**config.mk**
```make
export PLATFORM = sky130hd
export DESIGN_NAME = dsp_mac_sequencer
export DESIGN_NICKNAME = d
export VERILOG_FILES = /design/src/rtl/dsp_mac_sequencer.sv
export SDC_FILE = /design/constraint.sdc
export NUM_CORES = 1
export LEC_CHECK = 0
export ABC_AREA = 0
export CORE_ASPECT_RATIO = 1.75
export CORE_UTILIZATION = 43
export DETAILED_ROUTE_END_ITERATION = 8
export HOLD_SLACK_MARGIN = 0.02
export PLACE_DENSITY_LB_ADDON = 0.05
export SLEW_MARGIN = 20
export SYNTH_ARGS = -nofsm -noshare
export SYNTH_HDL_FRONTEND = slang
export SYNTH_SLANG_ARGS = --single-unit
```
**constraint.sdc**
```tcl
create_clock -name clk -period 4.73 [get_ports clk]
set_clock_uncertainty 0.1 [all_clocks]
set_input_delay 0.946 -clock clk [delete_from_list [all_inputs] [get_ports clk]]
set_output_delay 0.946 -clock clk [all_outputs]
set_load 0.05 [all_outputs]
```
**src/rtl/dsp_mac_sequencer.sv**
```systemverilog
// Valid/ready front end and result collector for a DSP48A1 slice (all pipeline regs = 1),
// producing one 48-bit dot-product per vector. Optional bias via C: MAC_SEQ_BIAS_EN.
module dsp_mac_sequencer #(
    parameter int DSP_LAT = 4,
    parameter int OPM_DLY = 2,
    parameter int LEN_W   = 10
) (
    input  logic                 clk,
    input  logic                 RSTN,
    input  logic                 s_valid,
    output logic                 s_ready,
    input  logic signed [17:0]   s_a,
    input  logic signed [17:0]   s_b,
    input  logic                 s_last,
`ifdef MAC_SEQ_BIAS_EN
    input  logic signed [47:0]   s_bias,
`endif
    output logic signed [17:0]   dsp_a,
    output logic signed [17:0]   dsp_b,
    output logic signed [17:0]   dsp_d,
    output logic signed [47:0]   dsp_c,
    output logic [7:0]           dsp_opmode,
    output logic                 dsp_carryin,
    output logic                 dsp_ce,
    input  logic signed [47:0]   dsp_p,
    output logic                 m_valid,
    input  logic                 m_ready,
    output logic signed [47:0]   m_result,
    output logic [LEN_W:0]       m_len
);
    typedef enum logic [1:0] {IDLE, ACCUM, DRAIN, OUT} state_t;

    localparam int             DW        = $clog2(DSP_LAT + 1);
    localparam logic [DW-1:0]  DRAIN_END = DW'(DSP_LAT);
    localparam logic [LEN_W:0] LEN_ONE   = (LEN_W + 1)'(1);
    localparam logic [LEN_W:0] LEN_MAX   = {1'b1, {LEN_W{1'b0}}};
    localparam logic [7:0]     OPM_ZERO  = 8'b0000_0000;
    localparam logic [7:0]     OPM_HOLD  = 8'b0000_1000;
    localparam logic [7:0]     OPM_ACC   = 8'b0000_1001;
`ifdef MAC_SEQ_BIAS_EN
    localparam logic [7:0]     OPM_FIRST = 8'b0000_1101;
`else
    localparam logic [7:0]     OPM_FIRST = 8'b0000_0001;
`endif

    state_t                r_state;
    state_t                w_state_nxt;
    logic                  w_ready;
    logic                  w_hs;
    logic                  w_capture;
    logic [7:0]            w_opm_code;
    logic                  r_ce;
    logic signed [17:0]    r_dsp_a_p0;
    logic signed [17:0]    r_dsp_b_p0;
    logic [7:0]            r_opm_dly [0:OPM_DLY];
    logic [LEN_W:0]        r_cnt;
    logic [DW-1:0]         r_drain_cnt;
    logic                  r_m_valid;
    logic signed [47:0]    r_m_result;
    logic [LEN_W:0]        r_m_len;

    // Element count saturates at 2^LEN_W; extra elements are still accumulated.
    function automatic logic [LEN_W:0] sat_inc(input logic [LEN_W:0] cnt);
        if (cnt == LEN_MAX)
            return LEN_MAX;
        return cnt + LEN_ONE;
    endfunction

    always_ff @(posedge clk or negedge RSTN) begin
        if (!RSTN)
            r_state <= IDLE;
        else
            r_state <= w_state_nxt;
    end

    always_comb begin
        w_state_nxt = r_state;
        case (r_state)
            IDLE:    if (w_hs) w_state_nxt = s_last ? DRAIN : ACCUM;
            ACCUM:   if (w_hs && s_last) w_state_nxt = DRAIN;
            DRAIN:   if (w_capture) w_state_nxt = OUT;
            OUT:     if (r_m_valid && m_ready) w_state_nxt = IDLE;
            default: w_state_nxt = IDLE;
        endcase
    end

    // Bubbles inside a vector and during the drain hold P (X=0, Z=P).
    always_comb begin
        w_ready    = 1'b0;
        w_hs       = 1'b0;
        w_capture  = 1'b0;
        w_opm_code = OPM_ZERO;
        case (r_state)
            IDLE: begin
                w_ready    = r_ce;
                w_hs       = s_valid & r_ce;
                w_opm_code = (s_valid & r_ce) ? OPM_FIRST : OPM_ZERO;
            end
            ACCUM: begin
                w_ready    = r_ce;
                w_hs       = s_valid & r_ce;
                w_opm_code = (s_valid & r_ce) ? OPM_ACC : OPM_HOLD;
            end
            DRAIN: begin
                w_opm_code = OPM_HOLD;
                w_capture  = (r_drain_cnt == DRAIN_END);
            end
            default: ;
        endcase
    end

    // p0: operands and OPMODE code registered at the handshake; OPMODE then delayed
    always_ff @(posedge clk or negedge RSTN) begin
        if (!RSTN) begin
            r_ce        <= 1'b0;
            r_dsp_a_p0  <= '0;
            r_dsp_b_p0  <= '0;
            for (int i = 0; i <= OPM_DLY; i++)
                r_opm_dly[i] <= '0;
            r_cnt       <= '0;
            r_drain_cnt <= '0;
            r_m_valid   <= 1'b0;
            r_m_result  <= '0;
            r_m_len     <= '0;
        end else begin
            r_ce        <= 1'b1;
            r_dsp_a_p0  <= w_hs ? s_a : 18'sd0;
            r_dsp_b_p0  <= w_hs ? s_b : 18'sd0;
            r_opm_dly[0] <= w_opm_code;
            for (int i = 1; i <= OPM_DLY; i++)
                r_opm_dly[i] <= r_opm_dly[i-1];
            if (w_hs)
                r_cnt <= (r_state == IDLE) ? LEN_ONE : sat_inc(r_cnt);
            if (w_hs && s_last)
                r_drain_cnt <= '0;
            else if (r_state == DRAIN)
                r_drain_cnt <= r_drain_cnt + 1'b1;
            if (w_capture) begin
                r_m_valid  <= 1'b1;
                r_m_result <= dsp_p;
                r_m_len    <= r_cnt;
            end else if (r_m_valid && m_ready) begin
                r_m_valid  <= 1'b0;
            end
        end
    end

`ifdef MAC_SEQ_BIAS_EN
    logic signed [47:0] r_dsp_c;

    always_ff @(posedge clk or negedge RSTN) begin
        if (!RSTN)
            r_dsp_c <= '0;
        else if (w_hs && r_state == IDLE)
            r_dsp_c <= s_bias;
    end

    assign dsp_c = r_dsp_c;
`else
    assign dsp_c = '0;
`endif

    assign s_ready     = w_ready;
    assign dsp_a       = r_dsp_a_p0;
    assign dsp_b       = r_dsp_b_p0;
    assign dsp_d       = '0;
    assign dsp_opmode  = r_opm_dly[OPM_DLY];
    assign dsp_carryin = 1'b0;
    assign dsp_ce      = r_ce;
    assign m_valid     = r_m_valid;
    assign m_result    = r_m_result;
    assign m_len       = r_m_len;
endmodule

```
==> Word-level counts from Yosys, hierarchy flattened <==
Index checks and enable logic that the tools add are counted.
{ "totals": {"reg_bits": 137, "in_bits": 89, "output_inout_bits": 173, "word_cells": 54} }
{ "classes": {"addsub": 2, "eq_ne": 9, "muxes": 23, "bitwise": 1, "reduce_logical": 7} }
{ "op_table": {"columns": ["op", "n"], "rows": [
  ["18-bit two-way mux", 2],
  ["11-bit two-way mux", 3],
  ["4-bit case mux with 3 select lines", 1],
  ["11-bit by 1-bit adder with 11-bit output, second input constant", 1],
  ["11-bit == test, second input constant", 1],
  ["2-bit two-way mux", 5],
  ["1-bit two-way mux", 9],
  ["2-bit != test, second input constant", 4],
  ["2-bit case mux with 4 select lines", 1],
  ["3-bit two-way mux", 2],
  ["2-bit == test, second input constant", 2],
  ["4-bit AND reduction", 1],
  ["2-bit nonzero test", 2],
  ["3-bit by 1-bit adder with 3-bit output, second input constant", 1],
  ["3-bit == test, second input constant", 1],
  ["2-bit by 1-bit == test with 1-bit output, second input constant", 1],
  ["1-bit logical AND", 2],
  ["2-bit logical NOT", 1],
  ["2-bit OR reduction", 1],
  ["1-bit bitwise AND", 1]
]} }

==> Depth between registers and ports, before layout <==
Gate-level depths: netlist (run 1).
{ "logic_depth": {"word_depth": 6, "mapped_depth": 8, "depth_no_buf": 6} }

==> Worst setup path after synthesis (run 1) <==
Ideal clock, no wire load.
{ "synth_path": {"path_type": "flip-flop to output port", "start": "register r_state[0]", "end": "output s_ready", "t_arrival_ps": 1191, "required_ps": 3684, "path_slack_ps": 2493, "stages_incl_launch_ff": 5, "cell_sequence": "dfrtp_1 inv_1 ha_1 buf_4 o21a_1"} }
{ "synth_between": {"elab_chain_len": 3, "elab_cells_between_ends": 4, "classes_between": "1 x eq/ne; 1 x mux; 2 x reduce/logical"} }
{ "synth_lines": {"columns": ["item", "line_no", "rtl"], "rows": [
  ["start: declaration", "46", "state_t r_state;"],
  ["start signal: assignment", "73", "r_state <= w_state_nxt;"],
  ["2-bit by 1-bit == test with 1-bit output / 2-bit logical NOT (equally long branches)", "93", "case (r_state)"],
  ["2-bit OR reduction (no line) (*)", null, null],
  ["1-bit two-way mux (*)", "93", null],
  ["end: declaration", "11", "output logic s_ready,"]
]} }
Mark *: on every way between the ends. The rest lies on a longest branch, timed or not.

==> Final worst setup path (run 1) <==
{ "layout_path": {"start": "register r_state[1]", "end": "output s_ready"} }
The elaborated chain is that of the path after synthesis.

==> results of run 1 <==
==> kinds of logic (layout without fill, tap and decap cells) <==
| logic type | after synthesis | count (layout) |
|---|---|---|
| fa+ha+maj | 9 | 9 |
| xor+xnor | 9 | 9 |
| buf+inv | 96 | 228 |
| flops | 119 | 119 |
| simple gates | 71 | 71 |
| other cells | 2 | 74 |
| compound gates | 20 | 20 |
| mux | 63 | 63 |
==> Yosys cell counts (all sizes together), types with 2 or more instances <==
cell type  instances  area [sq um]
and4               2         20.02
mux2i              6         60.06
o21ai              6         30.03
and3               2         13.77
nand2              9         33.78
nor2              11         48.80
a21oi              5         25.02
clkbuf             2         7.510
xor2               8         70.07
nand4              4         25.02
inv                8         30.03
dfrtp            119          2978
conb               2         7.510
ha                 9         112.6
a41oi              2         17.52
buf               86         626.8
nor4               2         25.02
mux2              57         641.9
nand3              4         32.53
and2              36         225.2
==> cell type report <==
| type | count | area [sq um] |
|---|---|---|
| Multi-Input combinational cell | 246 | 1740 |
| Fill cell | 952 | 4208 |
| Timing Repair Buffer | 190 | 1894 |
| Clock buffer | 20 | 456.7 |
| Clock inverter | 10 | 105.1 |
| Inverter | 8 | 30.03 |
| Tap cell | 135 | 168.9 |
| Sequential cell | 119 | 2978 |
==> stage by stage <==
step,util [%],hold WS [ps]
3_5_place_dp,58.82,234.7
3_3_place_gp,58.82,235.7
6_report,63.67,246.5
5_1_grt,63.67,256.0
2_1_floorplan,-,231.2
4_1_cts,63.67,242.6
==> per-layer routing <==
layer,wire [um],part of all wire (%)
met5,0,0
met4,288,2.5
met1,3892,34
met2,6327,56
met3,828,7.3
==> final timing paths <==
check | startpoint | endpoint | slack [ps]
setup reg to reg | r_state[0]$_DFFE_PN0P_ | m_result[3]$_DFFE_PN0P_ | 2290
hold reg to reg | r_opm_dly[16]$_DFF_PN0_ | r_opm_dly[8]$_DFF_PN0_ | 250
min in group asynchronous | RSTN | dsp_b[15]$_DFF_PN0_ | 500
setup / recovery | r_state[1]$_DFFE_PN0P_ | s_ready | 1380
max in group asynchronous | RSTN | m_result[8]$_DFFE_PN0P_ | 3090
hold / removal | r_opm_dly[16]$_DFF_PN0_ | r_opm_dly[8]$_DFF_PN0_ | 250
==> cells in the final DEF, fill, tap and decap left out, types with 8 or more instances in the layout <==
| cell type | Yosys | routed |
|---|---|---|
| sky130_fd_sc_hd__nand2_1 | 9 | 9 |
| sky130_fd_sc_hd__nor2_1 | 10 | 10 |
| sky130_fd_sc_hd__clkdlybuf4s50_1 | 0 | 187 |
| sky130_fd_sc_hd__ha_1 | 9 | 9 |
| sky130_fd_sc_hd__dfrtp_1 | 119 | 119 |
| sky130_fd_sc_hd__and2_1 | 36 | 36 |
| sky130_fd_sc_hd__inv_1 | 8 | 8 |
| sky130_fd_sc_hd__mux2_2 | 51 | 51 |
| sky130_fd_sc_hd__clkbuf_16 | 0 | 17 |
| sky130_fd_sc_hd__conb_1 | 2 | 74 |
| sky130_fd_sc_hd__xor2_1 | 8 | 8 |
==> critical path: cells and delay by family, from the launching register on <==
kind	cells	cell delay, ps
buffers and inverters	2	940
DFF	1	400
adders and majority gates	1	390
AOI/OAI and AO/OA	1	180
==> power breakdown <==
group,total [mW],internal [mW],switching [mW]
registers,1.51,1.35,0.165
logic,2.39,0.835,1.55
clock network,1.21,0.790,0.425
==> registers in the layout (all words and copies together), names as in the netlist <==
register     flops
m_result        48
dsp_a           18
dsp_b           18
m_len           11
r_cnt           11
r_opm_dly        4
r_drain_cnt      3
dsp_opmode       2
r_state          2
dsp_ce           1
m_valid          1
==> out/qor.log, run 1 <==
INFO  timing         final-max-slew-violation-count=0
INFO  timing         tightest_slew=873.9ps
INFO  timing         timing_hold_violations_final=0
INFO  clock_tree     clk_pin_slew=50ps
INFO  synth          synth_top_family_by_area=multiplexers
INFO  setup_path     required=3680ps
INFO  floorplanning  fp-row-count=52
INFO  timing         slew_headroom=41.74%
INFO  clock_tree     insertion_delay=400ps
INFO  grt            gr-usage-all-layers=19.22%
INFO  power_and_ir_drop design_power_total=5.113mW
INFO  setup_path     cp_slowest_stage_delay=800ps
INFO  floorplanning  number_of_top_level_design_ports=262
INFO  cells_and_area nNetsFinal=680
INFO  placed_design  port-buffer-count=188
INFO  setup_path     critPathCaptureType=output pin
INFO  cells_and_area syn2layout_area_growth=44.22%
INFO  timing         setup_repair_after_global_routing_missed_its_margin=no
INFO  timing         timing.final.setup_violations=0
INFO  timing         timing.setup.tns=0ps
INFO  outcome        status=finished with violations
INFO  floorplanning  die_width=84.43um
INFO  drt            vias_per_cell=4.573
INFO  synth          postSynthRegisterBits=119
INFO  grt            grt_start_max_net_pins=63
INFO  placed_design  placed_cells_incl_taps=698
INFO  setup_path     worstPathCellList=inv_1 > ha_1 > o21a_1 > clkdlybuf4s50_1
INFO  floorplanning  initial_utilization=44.14%
INFO  synth          syn-instance-count=389
INFO  cells_and_area n_antenna_cell=0
INFO  clock_tree     cts_buffer_depth=2
INFO  synth          seq_area_frac_synth=58.25%
INFO  setup_path     timing_worst_setup_path_type=flop to output pin
INFO  power_and_ir_drop maximum_resistive_drop_on_vdd=0.3492mV
INFO  synth          synthFlopType=sky130_fd_sc_hd__dfrtp_1
INFO  power_and_ir_drop power_density=693.4nW/um^2
INFO  synth          post_synth_xor_area_fraction=1.542%
INFO  cells_and_area drive_gt1_share=15.35%
INFO  outcome        violations=design-rule violations
INFO  floorplanning  floorplan.die.height=146.2um
INFO  min_path       min-delay-path-class=flop to flop
INFO  timing         fin_crit_sh=70.92%
INFO  synth          ys_async_sr_fraction=100.0%
INFO  floorplanning  dieArea=12350squm
INFO  synth          synth-edff-count=0
INFO  setup_path     startpoint_type=flop
INFO  synth          post_synth.cell_area_avg=13.14squm
INFO  grt            global_routing_usage_on_met3=6.218%
INFO  grt            grt_antenna_before_repair=0
INFO  cells_and_area final_area=7373squm
INFO  clock_tree     cts_tree=done
INFO  synth          yosys.area_share.adder=2.203%
INFO  synth          simple_gate_share_of_the_synthesized_area=8.395%
INFO  drt            wirelength_per_cell=15.57um
INFO  min_path       hold_depth=0
INFO  grt            first_pass_grt_wire_length=17920um
INFO  placed_design  area_after_dpl=6812squm
INFO  clock_tree     clkSinkCount=119
INFO  synth          muxShareOfSynthArea=13.73%
INFO  drt            route.detailed.drc=21
INFO  clock_tree     htreeDepth=4
INFO  power_and_ir_drop static-leakage-power=3.407nW
INFO  drt            totalWireLength=11340um
INFO  drt            first_pass_iters=9
INFO  clock_tree     cts_root_buf=sky130_fd_sc_hd__clkbuf_16
INFO  drt            ant_nets=0
INFO  synth          synth.yosys.warnings=0
INFO  drt            drt_first_iter_violations=138
INFO  grt            first_global_vias=3436
INFO  synth          synth.cell_area=5112squm
INFO  timing         max_freq=0.2981GHz
INFO  grt            remaining_overflow_grt=0
INFO  placed_design  setup_ws_pre_cts=1803ps
INFO  timing         final_period_minus_worst_setup_slack=3354ps
INFO  drt            detailroute.via_count=3329
INFO  grt            most_crowded_layer_after_global_routing=met2
INFO  floorplanning  design.core.area=11580squm
INFO  grt            use_met1=19.74%
INFO  clock_tree     post_cts.repair.setup_buffers=0
INFO  clock_tree     numCtsBuffers=17
INFO  clock_tree     hold_buffers=0
INFO  cells_and_area final-instance-count-excl-fill=728
INFO  placed_design  half_perimeter_wire_length_of_the_detailed_placement_result=8238um
INFO  synth          synth.distinct_cells=37
INFO  clock_tree     postCtsResizedCells=0
INFO  job            number_of_maximum_capacitance_constraint_violations=0
INFO  synth          synth_area_in_compound_gates=2.741%
INFO  setup_path     worst-path-max-fanout=8
INFO  timing         fin_ws=1376ps
INFO  placed_design  place_congestion=0.7561
INFO  setup_path     cp_max_stage_cell=sky130_fd_sc_hd__clkdlybuf4s50_1
INFO  setup_path     arrival=2310ps
INFO  setup_path     reg2reg_depth=4
INFO  grt            grt_util_met2=35.00%
No activity file was read; power rests on OpenSTA's default activity.
==> run 2, diff against run 1 <==
--- a/config.mk
+++ b/config.mk
@@ -7,7 +7,7 @@
 export LEC_CHECK = 0
 export ABC_AREA = 0
 export CORE_ASPECT_RATIO = 1.75
-export CORE_UTILIZATION = 43
+export CORE_UTILIZATION = 40
 export DETAILED_ROUTE_END_ITERATION = 8
 export HOLD_SLACK_MARGIN = 0.02
 export PLACE_DENSITY_LB_ADDON = 0.05
==> constraint.sdc (replaced) <==
create_clock -name clk -period 3.4 [get_ports clk]
set_clock_uncertainty 0.1 [all_clocks]
set_input_delay 0.68 -clock clk [delete_from_list [all_inputs] [get_ports clk]]
set_output_delay 0.68 -clock clk [all_outputs]
set_load 0.05 [all_outputs]
==> out/qor.log, run 2 (synthesis gave the netlist of run 1 again) <==
INFO  drt            totalWireLength=11310um
INFO  setup_path     path_buf_inv=2
INFO  placed_design  port-buffer-count=188
INFO  clock_tree     postCtsResizedCells=0
INFO  floorplanning  number_of_top_level_design_ports=262
INFO  setup_path     required=2620ps
INFO  cells_and_area syn2layout_area_growth=47.11%
INFO  timing         timing.final.setup_violations=0
INFO  cells_and_area final-instance-count-excl-fill=766
INFO  setup_path     timing_worst_setup_path_type=flop to output pin
INFO  timing         slew_headroom=55.75%
INFO  setup_path     arrival=2270ps
INFO  timing         final-max-slew-violation-count=0
INFO  drt            wirelength_per_cell=14.77um
INFO  setup_path     path_depth=4
INFO  timing         tightest_slew=663.8ps
INFO  grt            gr-usage-all-layers=17.98%
INFO  grt            first_pass_grt_wire_length=17500um
INFO  drt            ant_nets=0
INFO  cells_and_area mostFrequentLayoutCells=187 x sky130_fd_sc_hd__clkdlybuf4s50_1, 119 x sky130_fd_sc_hd__dfrtp_1, 74 x sky130_fd_sc_hd__conb_1
INFO  power_and_ir_drop power_density=975.8nW/um^2
INFO  clock_tree     numCtsBuffers=17
INFO  clock_tree     cts_buffer_depth=2
INFO  power_and_ir_drop comb_power_share=45.2%
INFO  timing         timing_hold_violations_final=0
INFO  setup_path     cpLargestDelayFamily=buffers and inverters
INFO  clock_tree     cts_tree=done
INFO  floorplanning  fp-row-count=54
INFO  grt            global_routing_usage_on_met3=5.309%
INFO  cells_and_area nNetsFinal=682
INFO  setup_path     worst-path-max-fanout=8
INFO  drt            first_pass_iters=4
INFO  power_and_ir_drop clk_pwr_share=26.2%
INFO  power_and_ir_drop static-leakage-power=3.450nW
INFO  floorplanning  dieArea=13260squm
INFO  floorplanning  design.core.area=12430squm
INFO  grt            most_crowded_layer_after_global_routing=met2
INFO  drt            route.detailed.drc=0
INFO  min_path       min-delay-path-class=primary input to asynchronous set/reset pin
INFO  grt            remaining_overflow_grt=0
INFO  outcome        status=finished, final reports clean
INFO  placed_design  place_congestion=0.7322
INFO  clock_tree     clk_pin_slew=60ps
INFO  timing         fin_crit_sh=89.76%
INFO  power_and_ir_drop netSwitchingFraction=40.91%
INFO  clock_tree     hold_buffers=0
INFO  clock_tree     cts_root_buf=sky130_fd_sc_hd__clkbuf_16
INFO  setup_path     cp_slowest_stage_delay=790ps
INFO  setup_path     startpoint_type=flop
INFO  power_and_ir_drop seq_power_share=28.7%
INFO  grt            use_met1=18.10%
INFO  grt            grt_antenna_before_repair=1
INFO  grt            grt_util_met2=32.42%
INFO  power_and_ir_drop maximum_resistive_drop_on_vdd=0.5769mV
INFO  clock_tree     clkSinkCount=119
INFO  placed_design  placed_cells_incl_taps=733
INFO  cells_and_area layout.cells.most_common=sky130_fd_sc_hd__clkdlybuf4s50_1
INFO  placed_design  half_perimeter_wire_length_of_the_detailed_placement_result=8412um
INFO  timing         max_freq=0.3277GHz
INFO  drt            detailroute.via_count=3340
INFO  job            number_of_maximum_capacitance_constraint_violations=0
INFO  floorplanning  floorplan.die.height=151.6um
INFO  clock_tree     insertion_delay=400ps
INFO  grt            first_global_vias=3418
INFO  setup_path     reg2reg_depth=5
INFO  cells_and_area drive_gt1_share=16.08%
INFO  drt            vias_per_cell=4.360
INFO  timing         setup_repair_after_global_routing_missed_its_margin=no
INFO  setup_path     critPathCaptureType=output pin
INFO  setup_path     worstPathCellList=inv_1 > ha_1 > o21a_1 > clkdlybuf4s50_1
INFO  clock_tree     htreeDepth=4
INFO  floorplanning  initial_utilization=41.12%
INFO  drt            drt_first_iter_violations=76
INFO  power_and_ir_drop total_switching_power=3.002mW
INFO  floorplanning  die_width=87.46um
INFO  power_and_ir_drop cellInternalPower=4.337mW
INFO  clock_tree     post_cts.repair.setup_buffers=0
INFO  grt            grt_start_max_net_pins=52
INFO  cells_and_area largest_reg_flops=48
INFO  timing         final_period_minus_worst_setup_slack=3052ps
INFO  setup_path     cp_max_stage_cell=sky130_fd_sc_hd__clkdlybuf4s50_1
INFO  timing         timing.setup.tns=0ps
-- run 2: cell types whose count changed in the layout (fill, tap and decap cells not counted) --
| cell | change |
|---|---|
| sky130_fd_sc_hd__clkinv_2 | -4 |
| sky130_fd_sc_hd__diode_2 | +1 |
| sky130_fd_sc_hd__clkinv_4 | +2 |
| sky130_fd_sc_hd__clkbuf_1 | -1 |
| sky130_fd_sc_hd__clkbuf_8 | +2 |
| sky130_fd_sc_hd__bufinv_16 | +2 |
| sky130_fd_sc_hd__clkinvlp_4 | +1 |
| sky130_fd_sc_hd__buf_4 | +2 |
-- run 2: cell type report --
type                            instances  area [sq um]
Inverter                                8         30.03
Multi-Input combinational cell        246          1740
Clock inverter                         11         170.2
Tap cell                              168         210.2
Antenna cell                            1         2.502
Fill cell                            1061          4911
Sequential cell                       119          2978
Clock buffer                           21         480.5
Timing Repair Buffer                  192          1909
-- run 2: worst reg2reg max path, stage by stage, from the launching register on --
cell	delay, ps
sky130_fd_sc_hd__dfrtp_1	370
sky130_fd_sc_hd__inv_1	100
sky130_fd_sc_hd__ha_1	330
sky130_fd_sc_hd__nand3_4	340
sky130_fd_sc_hd__buf_4	530
sky130_fd_sc_hd__mux2_2	410
-- run 2: path summary, 6_finish.rpt --
kind,startpoint,endpoint,slack (ps)
setup reg to reg,r_state[0]$_DFFE_PN0P_,m_result[21]$_DFFE_PN0P_,1100
hold / removal,RSTN,r_drain_cnt[0]$_DFFE_PN0P_,200
setup / recovery,r_state[0]$_DFFE_PN0P_,s_ready,350
min in group clk,r_opm_dly[16]$_DFF_PN0_,r_opm_dly[8]$_DFF_PN0_,250
max in group asynchronous,RSTN,dsp_a[11]$_DFF_PN0_,2120
hold reg to reg,r_opm_dly[16]$_DFF_PN0_,r_opm_dly[8]$_DFF_PN0_,250
-- run 2: layer usage --
layer	part of all wire [%]	up-vias
met1	34	1626
met2	56	156
li1	-	1535
met3	6.3	23
met5	0	-
met4	3.4	0
-- run 2: power by group through the flow --
stage                     combinational (mW)  sequential, mW  clock [mW]
after floorplan                         1.03            3.42           0
after global placement                  3.31            2.11           0
after detailed placement                3.34            2.13           0
after CTS                               3.35            2.11        1.96
after global routing                    3.48            2.16        2.04
final                                   3.32            2.10        1.92
-- run 2: through the flow --
stage	area, sq um	utilization, %	setup slack [ps]	hold WS, ps	power [mW]
after global placement	6868	55.24	802.9	234.5	5.416
final	7521	60.50	348.2	203.2	7.339
after floorplan	5383	-	1429	231.2	4.446
after detailed placement	6868	55.24	766.1	236.4	5.476
after global routing	7521	60.50	245.5	249.5	7.679
after CTS	7518	60.48	307.3	224.4	7.423
==> run 3, diff against run 2 <==
--- a/config.mk
+++ b/config.mk
@@ -11,6 +11,7 @@
 export DETAILED_ROUTE_END_ITERATION = 8
 export HOLD_SLACK_MARGIN = 0.02
 export PLACE_DENSITY_LB_ADDON = 0.05
+export SKIP_CTS_REPAIR_TIMING = 1
 export SLEW_MARGIN = 20
 export SYNTH_ARGS = -nofsm -noshare
 export SYNTH_HDL_FRONTEND = slang
==> results of run 3 <==
The final DEF is identical to that of run 2; final timing and power are the same.
